## config.mk

```make
export PLATFORM = sky130hd
export DESIGN_NAME = corner_overlay
export DESIGN_NICKNAME = d
export VERILOG_FILES = /design/src/rtl/corner_overlay.sv
export SDC_FILE = /design/constraint.sdc
export NUM_CORES = 1
export LEC_CHECK = 0
export ABC_AREA = 1
export ABC_CLOCK_PERIOD_IN_PS = 5350
export CAP_MARGIN = 25
export CORE_ASPECT_RATIO = 0.7
export CORE_MARGIN = 4
export CORE_UTILIZATION = 50
export CTS_BUF_LIST = sky130_fd_sc_hd__clkbuf_16
export DETAILED_ROUTE_END_ITERATION = 10
export PLACE_DENSITY = 0.87
export SYNTH_ARGS = -nofsm -noshare
export SYNTH_HDL_FRONTEND = slang
export SYNTH_SLANG_ARGS = --single-unit
```

## constraint.sdc

```tcl
create_clock -name clk -period 5.35 [get_ports clk]
set_clock_uncertainty 0.05 [all_clocks]
set_input_delay 1.3375 -clock clk [delete_from_list [all_inputs] [get_ports clk]]
set_output_delay 1.3375 -clock clk [all_outputs]
set_load 0.1 [all_outputs]
```

## src/rtl/corner_overlay.sv

```systemverilog
// Purpose : draws crosshair markers at four corners over live video; the selected corner blinks.
// Latency : fixed 2 clocks from hcount/vcount/pixel_in/syncs to pixel_out/syncs_out.
// Backpr. : none; one pixel is accepted and one produced every clock.
//
// Ports:
//   clk, reset_n            pixel clock, synchronous active-low reset
//   corners_x/corners_y     four packed 10-bit corner coordinates (corner k at [10k+9:10k])
//   selected                index of the corner being edited
//   field_edge              one-cycle pulse at field start; loads shadows, advances blink
//   hcount/vcount           current raster position
//   hsync_in/vsync_in/blank_in, pixel_in   upstream timing and RGB
//   pixel_out, hsync_out/vsync_out/blank_out   overlaid RGB and aligned timing
module corner_overlay #(
    parameter int          MARKER_R     = 4,
    parameter int          BLINK_FIELDS = 15,
    parameter logic [23:0] SEL_COLOR    = 24'hFFFF00,
    parameter logic [23:0] UNSEL_COLOR  = 24'hFF0000
) (
    input  logic        clk,
    input  logic        reset_n,
    input  logic [39:0] corners_x,
    input  logic [39:0] corners_y,
    input  logic [1:0]  selected,
    input  logic        field_edge,
    input  logic [10:0] hcount,
    input  logic [9:0]  vcount,
    input  logic        hsync_in,
    input  logic        vsync_in,
    input  logic        blank_in,
    input  logic [23:0] pixel_in,
    output logic [23:0] pixel_out,
    output logic        hsync_out,
    output logic        vsync_out,
    output logic        blank_out
);

    // Reset corner positions: c0 (0,0), c1 (639,0), c2 (639,479), c3 (0,479)
    localparam logic [39:0]        LP_RST_X   = {10'd0,   10'd639, 10'd639, 10'd0};
    localparam logic [39:0]        LP_RST_Y   = {10'd479, 10'd479, 10'd0,   10'd0};
    localparam logic signed [11:0] LP_R       = 12'(MARKER_R);
    localparam logic [4:0]         LP_BLK_LST = 5'(BLINK_FIELDS - 1);

    // Shadow copies: drawing only ever sees values latched at a field boundary
    logic [39:0] r_sh_x;
    logic [39:0] r_sh_y;
    logic [1:0]  r_sh_sel;
    logic [4:0]  r_fcnt;
    logic        r_blink_on;

    // Stage 1
    logic [3:0]  r_s1_hit;
    logic [3:0]  r_s1_sel_oh;
    logic        r_s1_blink;
    logic [23:0] r_s1_pix;
    logic        r_s1_hs;
    logic        r_s1_vs;
    logic        r_s1_blank;

    // Stage 2
    logic [23:0] r_pix_out;
    logic        r_hs_out;
    logic        r_vs_out;
    logic        r_blank_out;

    logic signed [11:0] w_dx [4];
    logic signed [11:0] w_dy [4];
    logic [3:0]         w_hit;
    logic [3:0]         w_sel_oh;
    logic               w_sel_hit;
    logic               w_unsel_hit;
    logic [23:0]        w_color;

    always_ff @(posedge clk) begin
        if (!reset_n) begin
            r_sh_x     <= LP_RST_X;
            r_sh_y     <= LP_RST_Y;
            r_sh_sel   <= 2'd0;
            r_fcnt     <= 5'd0;
            r_blink_on <= 1'b1;
        end else if (field_edge) begin
            r_sh_x   <= corners_x;
            r_sh_y   <= corners_y;
            r_sh_sel <= selected;
            if (r_fcnt == LP_BLK_LST) begin
                r_fcnt     <= 5'd0;
                r_blink_on <= ~r_blink_on;
            end else begin
                r_fcnt <= r_fcnt + 5'd1;
            end
        end
    end

    // Offsets are computed wide and signed so a corner near 0 never wraps
    // onto the far edge of the raster; off-screen arm pixels simply never occur.
    always_comb begin
        w_hit = 4'b0000;
        for (int k = 0; k < 4; k++) begin
            w_dx[k]  = $signed({1'b0, hcount}) - $signed({2'b00, r_sh_x[10*k +: 10]});
            w_dy[k]  = $signed({2'b00, vcount}) - $signed({2'b00, r_sh_y[10*k +: 10]});
            w_hit[k] = ((w_dy[k] == 12'sd0) && (w_dx[k] >= -LP_R) && (w_dx[k] <= LP_R)) ||
                       ((w_dx[k] == 12'sd0) && (w_dy[k] >= -LP_R) && (w_dy[k] <= LP_R));
        end
    end

    assign w_sel_oh = 4'b0001 << r_sh_sel;

    // Blink state travels with the pixel so a field edge never changes the
    // appearance of a pixel already in stage 1.
    always_ff @(posedge clk) begin
        if (!reset_n) begin
            r_s1_hit    <= 4'b0000;
            r_s1_sel_oh <= 4'b0000;
            r_s1_blink  <= 1'b0;
            r_s1_pix    <= 24'd0;
            r_s1_hs     <= 1'b0;
            r_s1_vs     <= 1'b0;
            r_s1_blank  <= 1'b1;   // slot in flight right after reset emerges blanked
        end else begin
            r_s1_hit    <= w_hit;
            r_s1_sel_oh <= w_sel_oh;
            r_s1_blink  <= r_blink_on;
            r_s1_pix    <= pixel_in;
            r_s1_hs     <= hsync_in;
            r_s1_vs     <= vsync_in;
            r_s1_blank  <= blank_in;
        end
    end

    // Selected marker (when lit) beats unselected ones; a dark selected marker
    // falls through so an overlapping unselected marker still shows.
    always_comb begin
        w_sel_hit   = |(r_s1_hit & r_s1_sel_oh);
        w_unsel_hit = |(r_s1_hit & ~r_s1_sel_oh);
        w_color     = r_s1_pix;
        if (r_s1_blank) begin
            w_color = 24'd0;
        end else if (w_sel_hit && r_s1_blink) begin
            w_color = SEL_COLOR;
        end else if (w_unsel_hit) begin
            w_color = UNSEL_COLOR;
        end
    end

    always_ff @(posedge clk) begin
        if (!reset_n) begin
            r_pix_out   <= 24'd0;
            r_hs_out    <= 1'b0;
            r_vs_out    <= 1'b0;
            r_blank_out <= 1'b1;
        end else begin
            r_pix_out   <= w_color;
            r_hs_out    <= r_s1_hs;
            r_vs_out    <= r_s1_vs;
            r_blank_out <= r_s1_blank;
        end
    end

    assign pixel_out = r_pix_out;
    assign hsync_out = r_hs_out;
    assign vsync_out = r_vs_out;
    assign blank_out = r_blank_out;

endmodule

```

==> impl.org <==
** Outcome
- The flow ran to the end, and the final reports show no timing, DRC or antenna violations.

** Finish
- Final net count :: 2024
- In the final layout, the share of cells above drive strength 1 is between 4 and 5%.
- Final cell count without fillers :: 2084
- The top cell types in the final layout, fill and taps aside, are 472 x sky130_fd_sc_hd__nand2_1, 292 x sky130_fd_sc_hd__inv_1, 157 x sky130_fd_sc_hd__clkdlybuf4s50_1.
- From synthesis to final layout, the design area changed by 23.6%.
- Most frequent standard cell in the layout excluding fill and tap cells :: sky130_fd_sc_hd__nand2_1
- In the final layout, the multi-input gates occupy 6070 sq um.
- The filler cells instantiated in the layout total approximately 1800.
- The sequential cells in the finished layout cover a total of between 3000 and 4000 sq um.
- Diodes inserted :: 0

** CTS
- Number of clock sinks :: about 150
- Number of buffers created by CTS :: 17
- TritonCTS built the clock tree.
- The number of setup buffers added after CTS is 0.
- Clock slew at reported path FFs :: roughly 0.08 ns
- No sink is reached through more buffers than the 2 on the longest clock path.
- Cts-stage hold buffer count :: 0
- In this run the clock root is driven by a sky130_fd_sc_hd__clkbuf_16.
- The clock reaches the later pin of the worst-skew pair after around 0.44 ns.
- The H-tree generated during clock tree synthesis spans 4 levels.
- In this run, post-CTS repair resized a total of 0 instances.

** Synthesis
- Count of mapped cells out of synthesis :: approximately 1700
- Post-Synthesis Mean Instance Area :: ~6.3 sq um
- YS warnings :: 0
- Counting distinct cell types in the post-synthesis netlist gives 43.
- Share of the yosys chip area belonging to registers :: about 29%
- In this run the cell area of the synthesized design comes to just over 10000 sq um.
- Mapped Nets :: roughly 1900
- Counting flops with a built-in enable in the synthesized netlist gives 0.
- In the synthesized netlist the async set-or-reset flop fraction comes to 0%.
- Synthesized flop and latch total :: ~150
- Most used flip-flop cell after synthesis :: sky130_fd_sc_hd__dfxtp_1

** Drt
- Highest routing layer actually used :: met4
- In the detailed route, the total length drawn on met2 is 12.2 mm.
- Detailed Route Iter0 Violations :: 1014
- The count of nets left with antenna violations once routing finished came out at 0.
- In the final routing, the length of wire on met1 measures between 10 and 15 mm.
- Final wirelength :: roughly 29 mm
- Dividing the detail-routed wire length by the instance count gives between 10 and 15 um.
- Vias/cell :: between 5 and 6
- Residual DRC :: 0
- Number of detailed-route iterations in the first pass :: 7
- The routed design uses 2.51 mm of met3 wire.
- The routed layout has 10800 vias.

** STA
- Setup repair after global routing left no endpoint under its margin.
- Final total negative setup slack :: 0 ns
- Relative slew slack :: about a third
- Minimum hold slack :: roughly 0.36 ns
- Pins Over Slew Limit :: 0
- Highest clock rate :: 269 MHz
- The worst path needs ~3.7 ns of the cycle, external delays included.
- Setup violation total in the final timing report :: 0
- For the pin with the worst max-slew slack, the measured transition is between 1 and 1.5 ns.
- After layout, the worst path uses ~69% of the clock period.
- Setup slack closes at about 1.6 ns.
- The number of hold violations in the final report came to 0.

** Setup path
- Launch point of the critical path :: vcount[1]
- Across all register-to-register paths, the minimum setup slack is between 2 and 3 ns.
- Signal arrival time at the worst endpoint :: around 4 ns
- Element type at the critical path start :: input port
- STA puts the critical path data required time at around 5.7 ns.
- Crit Reg-Reg Endpoint :: r_s1_hit[2]
- CP most frequent cell :: sky130_fd_sc_hd__nand2_1
- Cells on worst reg2reg path :: 13
- The critical path contains buffers and inverters numbering 3 combined.
- Critical Setup Path Class :: input port to flip-flop
- CP Cell Sequence :: clkdlybuf4s50_1, inv_1, fa_1, inv_1, nand3_1, nand2_1, nand2_1, nand2_1, a21oi_1, o21bai_1, nand2_1, nor2_1, nand3_1, a21oi_1
- Of all nets on the critical path, the largest fanout is 5.
- Crit Reg-Reg Startpoint :: r_sh_y[20]
- For this run, the slowest stage of the critical path takes ~0.62 ns.
- Cell family with the largest share of critical-path delay :: buffers and inverters
- Critical Path End Type :: flip-flop
- CP max stage cell :: sky130_fd_sc_hd__clkdlybuf4s50_1

** Hold path
- Startpoint of the most critical hold path :: r_s1_pix[7]
- Hold Path Cell Cnt :: 2
- Hold Path Class :: flip-flop to flip-flop
- Hold-critical path endpoint :: pixel_out[7]

** Floorplan
- The floorplan step defined a die boundary enclosing 23100 sq um.
- Placeable core area :: roughly 20000 sq um
- For this configuration, the core starts out at a cell density of between 50% and 60%.
- Number of I/O pins :: between 150 and 200
- In this run the horizontal extent of the chip is about 180 um.
- The floorplan has between 40 and 50 rows.
- Die Y :: roughly 130 um

** Global routing
- GRT overflow :: 0
- The number of antenna violations at the first check in global routing is 0.
- Global router's overall resource usage :: ~25%
- The via count of the first global-routing pass came to 9745.
- Wire length of the first global-routing pass :: between 40 and 50 mm
- Pin count of the biggest net entering global routing :: 85

** Power and ir drop
- Worst IR drop on VDD :: around 0.21 mV
- Leakage component of the power :: 6.64 nW
- In this run the power density over the cells is roughly 270 nW/um^2.

** Place
- Placed wire-length estimate :: roughly 23 mm
- Port buffering added around 160 buffers.
- Worst slack at placement :: between 1 and 1.5 ns
- Gp weighted congestion :: between 0.9 and 1
- Once placement completed, the tool counted placed cells totaling 2052.

** Run
- Max-cap violations in this run came to 0.
power by group:
part / internal (mW) / switching [mW]
clock network: 0.638 / 0.598
registers: 1.18 / 0.0205
logic: 0.382 / 0.631
total: 2.20 / 1.25
cells by family after synthesis:
group	count (synthesis)	share of synthesized area (%)
compound gates	230	11.7
xor+xnor	10	0.919
fa+ha+maj	90	11.5
buf+inv	331	12.1
flops	151	29.2
simple gates	841	34.6
layer usage:
layer | global-route usage (%) | vias up
met1 | 35.4 | 4812
met5 | 0 | -
met4 | 6.45 | 0
met3 | 5.91 | 50
met2 | 38.7 | 405
li1 | - | 5535
tightest hold or removal path: stages (launching register included):
cell	delay (ns)
sky130_fd_sc_hd__dfxtp_1	0.30
sky130_fd_sc_hd__inv_1	0.04
sky130_fd_sc_hd__nor2_1	0.03
sequential cells by signal (all words and copies together), names as in the netlist, 2 cells and up:
signal,count
r_sh_sel,2
r_sh_x,40
r_s1_hit,4
pixel_out,24
r_sh_y,40
r_s1_pix,24
r_s1_sel_oh,4
r_fcnt,5
metrics by stage:
step | area, sq um | power, mW | utilization (%)
after floorplan | 10300 | 1.93 | -
after global placement | 12200 | 2.20 | 60.6
after detailed placement | 12200 | 2.22 | 60.6
after CTS | 12800 | 3.46 | 63.7
after global routing | 12800 | 3.67 | 63.7
final | 12800 | 3.45 | 63.7
synth_stat cells (all sizes together) (13+ instances only):
cell | number | area, sq um
nand2 | 483 | 1850
nor3 | 16 | 85.1
a21oi | 127 | 639
inv | 296 | 1110
clkbuf | 32 | 130
nand3b | 13 | 97.6
ha | 82 | 1030
dfxtp | 151 | 3020
nand3 | 140 | 736
o21ai | 86 | 434
nor2 | 154 | 596
nand4 | 26 | 163
worst max path at each step:
stage | to | slack, ns | cells past startpoint
after CTS | r_s1_hit[2] | 1.63 | 14
after global placement | r_s1_hit[2] | 1.27 | 14
after global routing | r_s1_hit[2] | 1.48 | 14
after floorplan | r_s1_hit[1] | 2.18 | 15
after detailed placement | r_s1_hit[2] | 1.21 | 14
final | r_s1_hit[2] | 1.64 | 14
area by class of cell:
type                       instances  area share (%)
tap                              270            2.64
clock inverter                    15            1.56
inverter                         296            8.69
clock buffer                      17            3.33
multi-input combinational       1171            47.5
timing repair buffer             164            12.7
sequential                       151            23.6
Power figures use the tool's default switching activity.
==> patch 1: new RTL, same settings <==
`r_s1_pix` no longer has a reset.
--- a/src/rtl/corner_overlay.sv
+++ b/src/rtl/corner_overlay.sv
@@ -113,3 +113,2 @@
             r_s1_blink  <= 1'b0;
-            r_s1_pix    <= 24'd0;
             r_s1_hs     <= 1'b0;
@@ -121,3 +120,2 @@
             r_s1_blink  <= r_blink_on;
-            r_s1_pix    <= pixel_in;
             r_s1_hs     <= hsync_in;
@@ -126,2 +124,6 @@
         end
+    end
+
+    always_ff @(posedge clk) begin
+        r_s1_pix <= pixel_in;
     end
Check against the original RTL: not settled (the Yosys comparison gave no result); the edit may change what the design does.
==> patch 1 against the original RTL <==
Synthesized area shrank 2.6%. Cell area down 2.5%. Critical path type unchanged. Final cell count fell by 3.1%. Combinational power about the same. Setup slack improved by 0.087 ns. Synthesized cell count shrank 3.8%. Core utilization fell by 0.76 points. Power decreased by 0.89%. Wire length is 1.1% lower. Maximum frequency up 2.4%. Sequential cell count stayed put.
==> patch 1: results (changes against the original RTL) <==
metric;value;unit;change
status;finished, final reports clean;;unchanged
leakage;6.46;nW;was 6.64 nW
Pre-Repair DR Iteration Count;6;;was 7
met1 WL;13700;microns;was 13900 microns
Post-synth ARST share;0;%;unchanged
post-DP HPWL;22200;microns;was 22800 microns
worst reg2reg path depth;15;;was 13
internal power;2.23;mW;was 2.20 mW
fin cells;2020;;was 2084
clock root buffer master;clkbuf_16;;unchanged
Mapped Cells;1590;;was 1653
Placer Congestion;0.931;;was 0.948
first-pass GRT wire length;46100;microns;was 47200 microns
top post-synthesis cells by count;443 x nand2_1, 280 x inv_1, 151 x dfxtp_1;;was 472 x nand2_1, 293 x inv_1, 151 x dfxtp_1
iteration-0 DRC count of the detailed router;996;;was 1014
worst vdd ir;0.203;mV;was 0.213 mV
hold worst-path end;pixel_out[0]$_SDFF_PP0_;;was pixel_out[7]$_SDFF_PP0_
Post-DP Area;0.0119;sq mm;was 0.0122 sq mm
routed len/inst;14.3;microns;was 14.0 microns
vias in the first global route;9651;;was 9745
fill count;1818;;was 1841
CP endpoint;r_s1_hit[1]$_SDFF_PN0_;;was r_s1_hit[2]$_SDFF_PN0_
min-delay src;r_s1_pix[0]$_DFF_P_;;was r_s1_pix[7]$_SDFF_PN0_
Reg power frac;35.3;%;was 34.9%
Hold Path Class;register to register;;unchanged
M2 GR Usage;38.1;%;was 38.7%
family with the most delay on the worst path;simple AND/OR/NAND/NOR gates;;was buffers and inverters
GR Util met1;36.1;%;was 35.4%
Yosys cell types;40;;was 43
Tot GR Track Use;25.0;%;about the same
CP startpoint;vcount[1];;unchanged
fraction of layout cells with a size suffix above 1;3.60;%;was 4.24%
Hold WS;0.361;ns;was 0.359 ns
r2r setup slk;2.97;ns;was 2.93 ns
reg2reg end;r_s1_hit[3]$_SDFF_PN0_;;was r_s1_hit[2]$_SDFF_PN0_
part of the power in the clock network;35.1;%;was 35.8%
Placement Setup Slack;1.36;ns;was 1.21 ns
Reg-to-Reg Start;r_sh_x[30]$_SDFFE_PN0P_;;was r_sh_y[20]$_SDFFE_PN1P_
routing usage on met3;4.35;%;was 5.91%
DR vias;10500;;was 10800
Final Cycle Share;67.8;%;was 69.4%
Syn Nets;1813;;was 1876
Met2 Wirelength;12200;microns;about the same
max_slew headroom;32.6;%;was 31.7%
largest net degree at the start of global routing;71;;was 85
Net Sw Power;1.20;mW;was 1.25 mW
met3 WL;2270;microns;was 2510 microns
setup bufs post-CTS;0;;unchanged
Synth area leaders;dfxtp_1 30%, nand2_1 17%, inv_1 10%;;was dfxtp_1 29%, nand2_1 17%, inv_1 11%
Yosys warnings;0;;unchanged
Seq/Total Area, Yosys;30.0;%;was 29.2%
patch 1: cell types whose count changed in the layout (fill, tap and decap cells not counted), moves of 3 or more:
cell | before | now
nand2_1 | 472 | 443
nor2_1 | 147 | 133
inv_1 | 292 | 279
clkinv_8 | 8 | 1
nand3_2 | 7 | 3
nor2_2 | 7 | 3
xor2_1 | 5 | 9
a21oi_1 | 126 | 129
patch 1: logic make-up after synthesis:
family          after synthesis  share of synthesized area [%]
simple gates                788                           33.2
fa+ha+maj                    90                           11.8
xor+xnor                     13                           1.13
flops                       151                           30.0
buf+inv                     319                           12.0
compound gates              229                           11.8
patch 1: final cells by class:
cell class	instances	area [sq um]	share of cell area, %
Clock buffer	17	425	3.41
Timing Repair Buffer	162	1600	12.9
Multi-Input combinational cell	1120	5840	46.9
Tap cell	270	338	2.71
Sequential cell	151	3020	24.3
Inverter	285	1070	8.59
Clock inverter	15	163	1.31
==> patch 2: new RTL, config.mk and constraints unchanged <==
Made on the original files. Set the parameter `SEL_COLOR` to 24'h800000 (it was 24'hFFFF00).
--- a/src/rtl/corner_overlay.sv
+++ b/src/rtl/corner_overlay.sv
@@ -15,3 +15,3 @@
     parameter int          BLINK_FIELDS = 15,
-    parameter logic [23:0] SEL_COLOR    = 24'hFFFF00,
+    parameter logic [23:0] SEL_COLOR    = 24'h800000,
     parameter logic [23:0] UNSEL_COLOR  = 24'hFF0000
Function: changed (a bounded check fails within 4 cycles, from zero or initial values and one cycle with reset_n low).
==> patch 2 against the original RTL <==
Cell area shrank 0.75%. Sequential cell count stayed put. Synthesized area is 0.85% lower. Setup slack got worse by 0.13 ns. Power grew 0.91%. Sequential share of layout area up 0.18 points. Global-route usage decreased by 0.22 points. Wire length is 0.93% lower. First-iteration DRC count fell by 6.2%.
==> patch 2: results (changes against the original RTL) <==
metric;value;unit;change
status;finished, final reports clean;;unchanged
Non-clock buffers;163;;was 164
Worst Path Arrival;4.14;ns;was 4.02 ns
reg2reg end;r_s1_hit[0]$_SDFF_PN0_;;was r_s1_hit[2]$_SDFF_PN0_
Signal inverters;309;;was 296
iteration-0 DRC count of the detailed router;951;;was 1014
worst slew pin tran;1.03;ns;was 1.02 ns
Tot GR Track Use;24.8;%;was 25.0%
Placement Setup Slack;1.24;ns;was 1.21 ns
area of the multi-input gates;0.00594;sq mm;was 0.00607 sq mm
worst vdd ir;0.193;mV;was 0.213 mV
Final non-clock buffer share;12.7;%;about the same
r2r setup slk;2.82;ns;was 2.93 ns
total wire length;29000;microns;was 29200 microns
Placer Congestion;0.977;;was 0.948
Syn Nets;1835;;was 1876
Yosys cell types;42;;was 43
post-route minimum period;3.84;ns;was 3.71 ns
first-pass GRT wire length;45900;microns;was 47200 microns
adder-cell share of the synthesized area;11.6;%;was 11.5%
xor/xnor share of the synthesized area;1.52;%;was 0.919%
Net Sw Power;1.24;mW;was 1.25 mW
Mapped Cells;1612;;was 1653
min-delay src;r_s1_pix[13]$_SDFF_PN0_;;was r_s1_pix[7]$_SDFF_PN0_
largest net degree at the start of global routing;72;;was 85
Reg-to-Reg Start;r_sh_x[0]$_SDFFE_PN0P_;;was r_sh_y[20]$_SDFFE_PN1P_
worst reg2reg path depth;16;;was 13
multi-input gates;1117;;was 1171
antenna violations before repair;1;;was 0
crit path max fanout;5;;unchanged
routed len/inst;14.2;microns;was 14.0 microns
hold worst-path end;pixel_out[13]$_SDFF_PP0_;;was pixel_out[7]$_SDFF_PP0_
final-layout clock-cell area share;4.86;%;was 4.88%
post-DP HPWL;22300;microns;was 22800 microns
Synth area leaders;dfxtp_1 29%, nand2_1 16%, inv_1 11%;;was dfxtp_1 29%, nand2_1 17%, inv_1 11%
leakage;6.55;nW;was 6.64 nW
DR vias;10500;;was 10800
## patch 2: cell types whose count changed after synthesis, moves of 4 or more
| cell | delta |
|---|---|
| xor2_1 | +4 |
| o21ai_0 | +5 |
| nand3_1 | -14 |
| a21oi_2 | +5 |
| nand2_1 | -47 |
| nor2_1 | -16 |
| inv_1 | +10 |
| nand4_1 | +7 |
## patch 2: through the flow
| step | instance area, sq um | util [%] | hold slack (ns) |
|---|---|---|---|
| final | 12700 | 63.6 | 0.351 |
| after CTS | 12700 | 63.6 | 0.360 |
| after detailed placement | 12100 | 60.5 | 0.347 |
| after floorplan | 10300 | - | 0.340 |
| after global routing | 12700 | 63.6 | 0.371 |
| after global placement | 12100 | 60.5 | 0.344 |
## patch 2: metal layers
metal / vias to the layer above / wire length [microns] / GRT usage, %
li1: 5401 / - / -
met1: 4703 / 13500 / 34.1
met2: 385 / 12100 / 38.6
met3: 47 / 2840 / 7.08
met4: 2 / 446 / 5.86
met5: - / 13 / 0
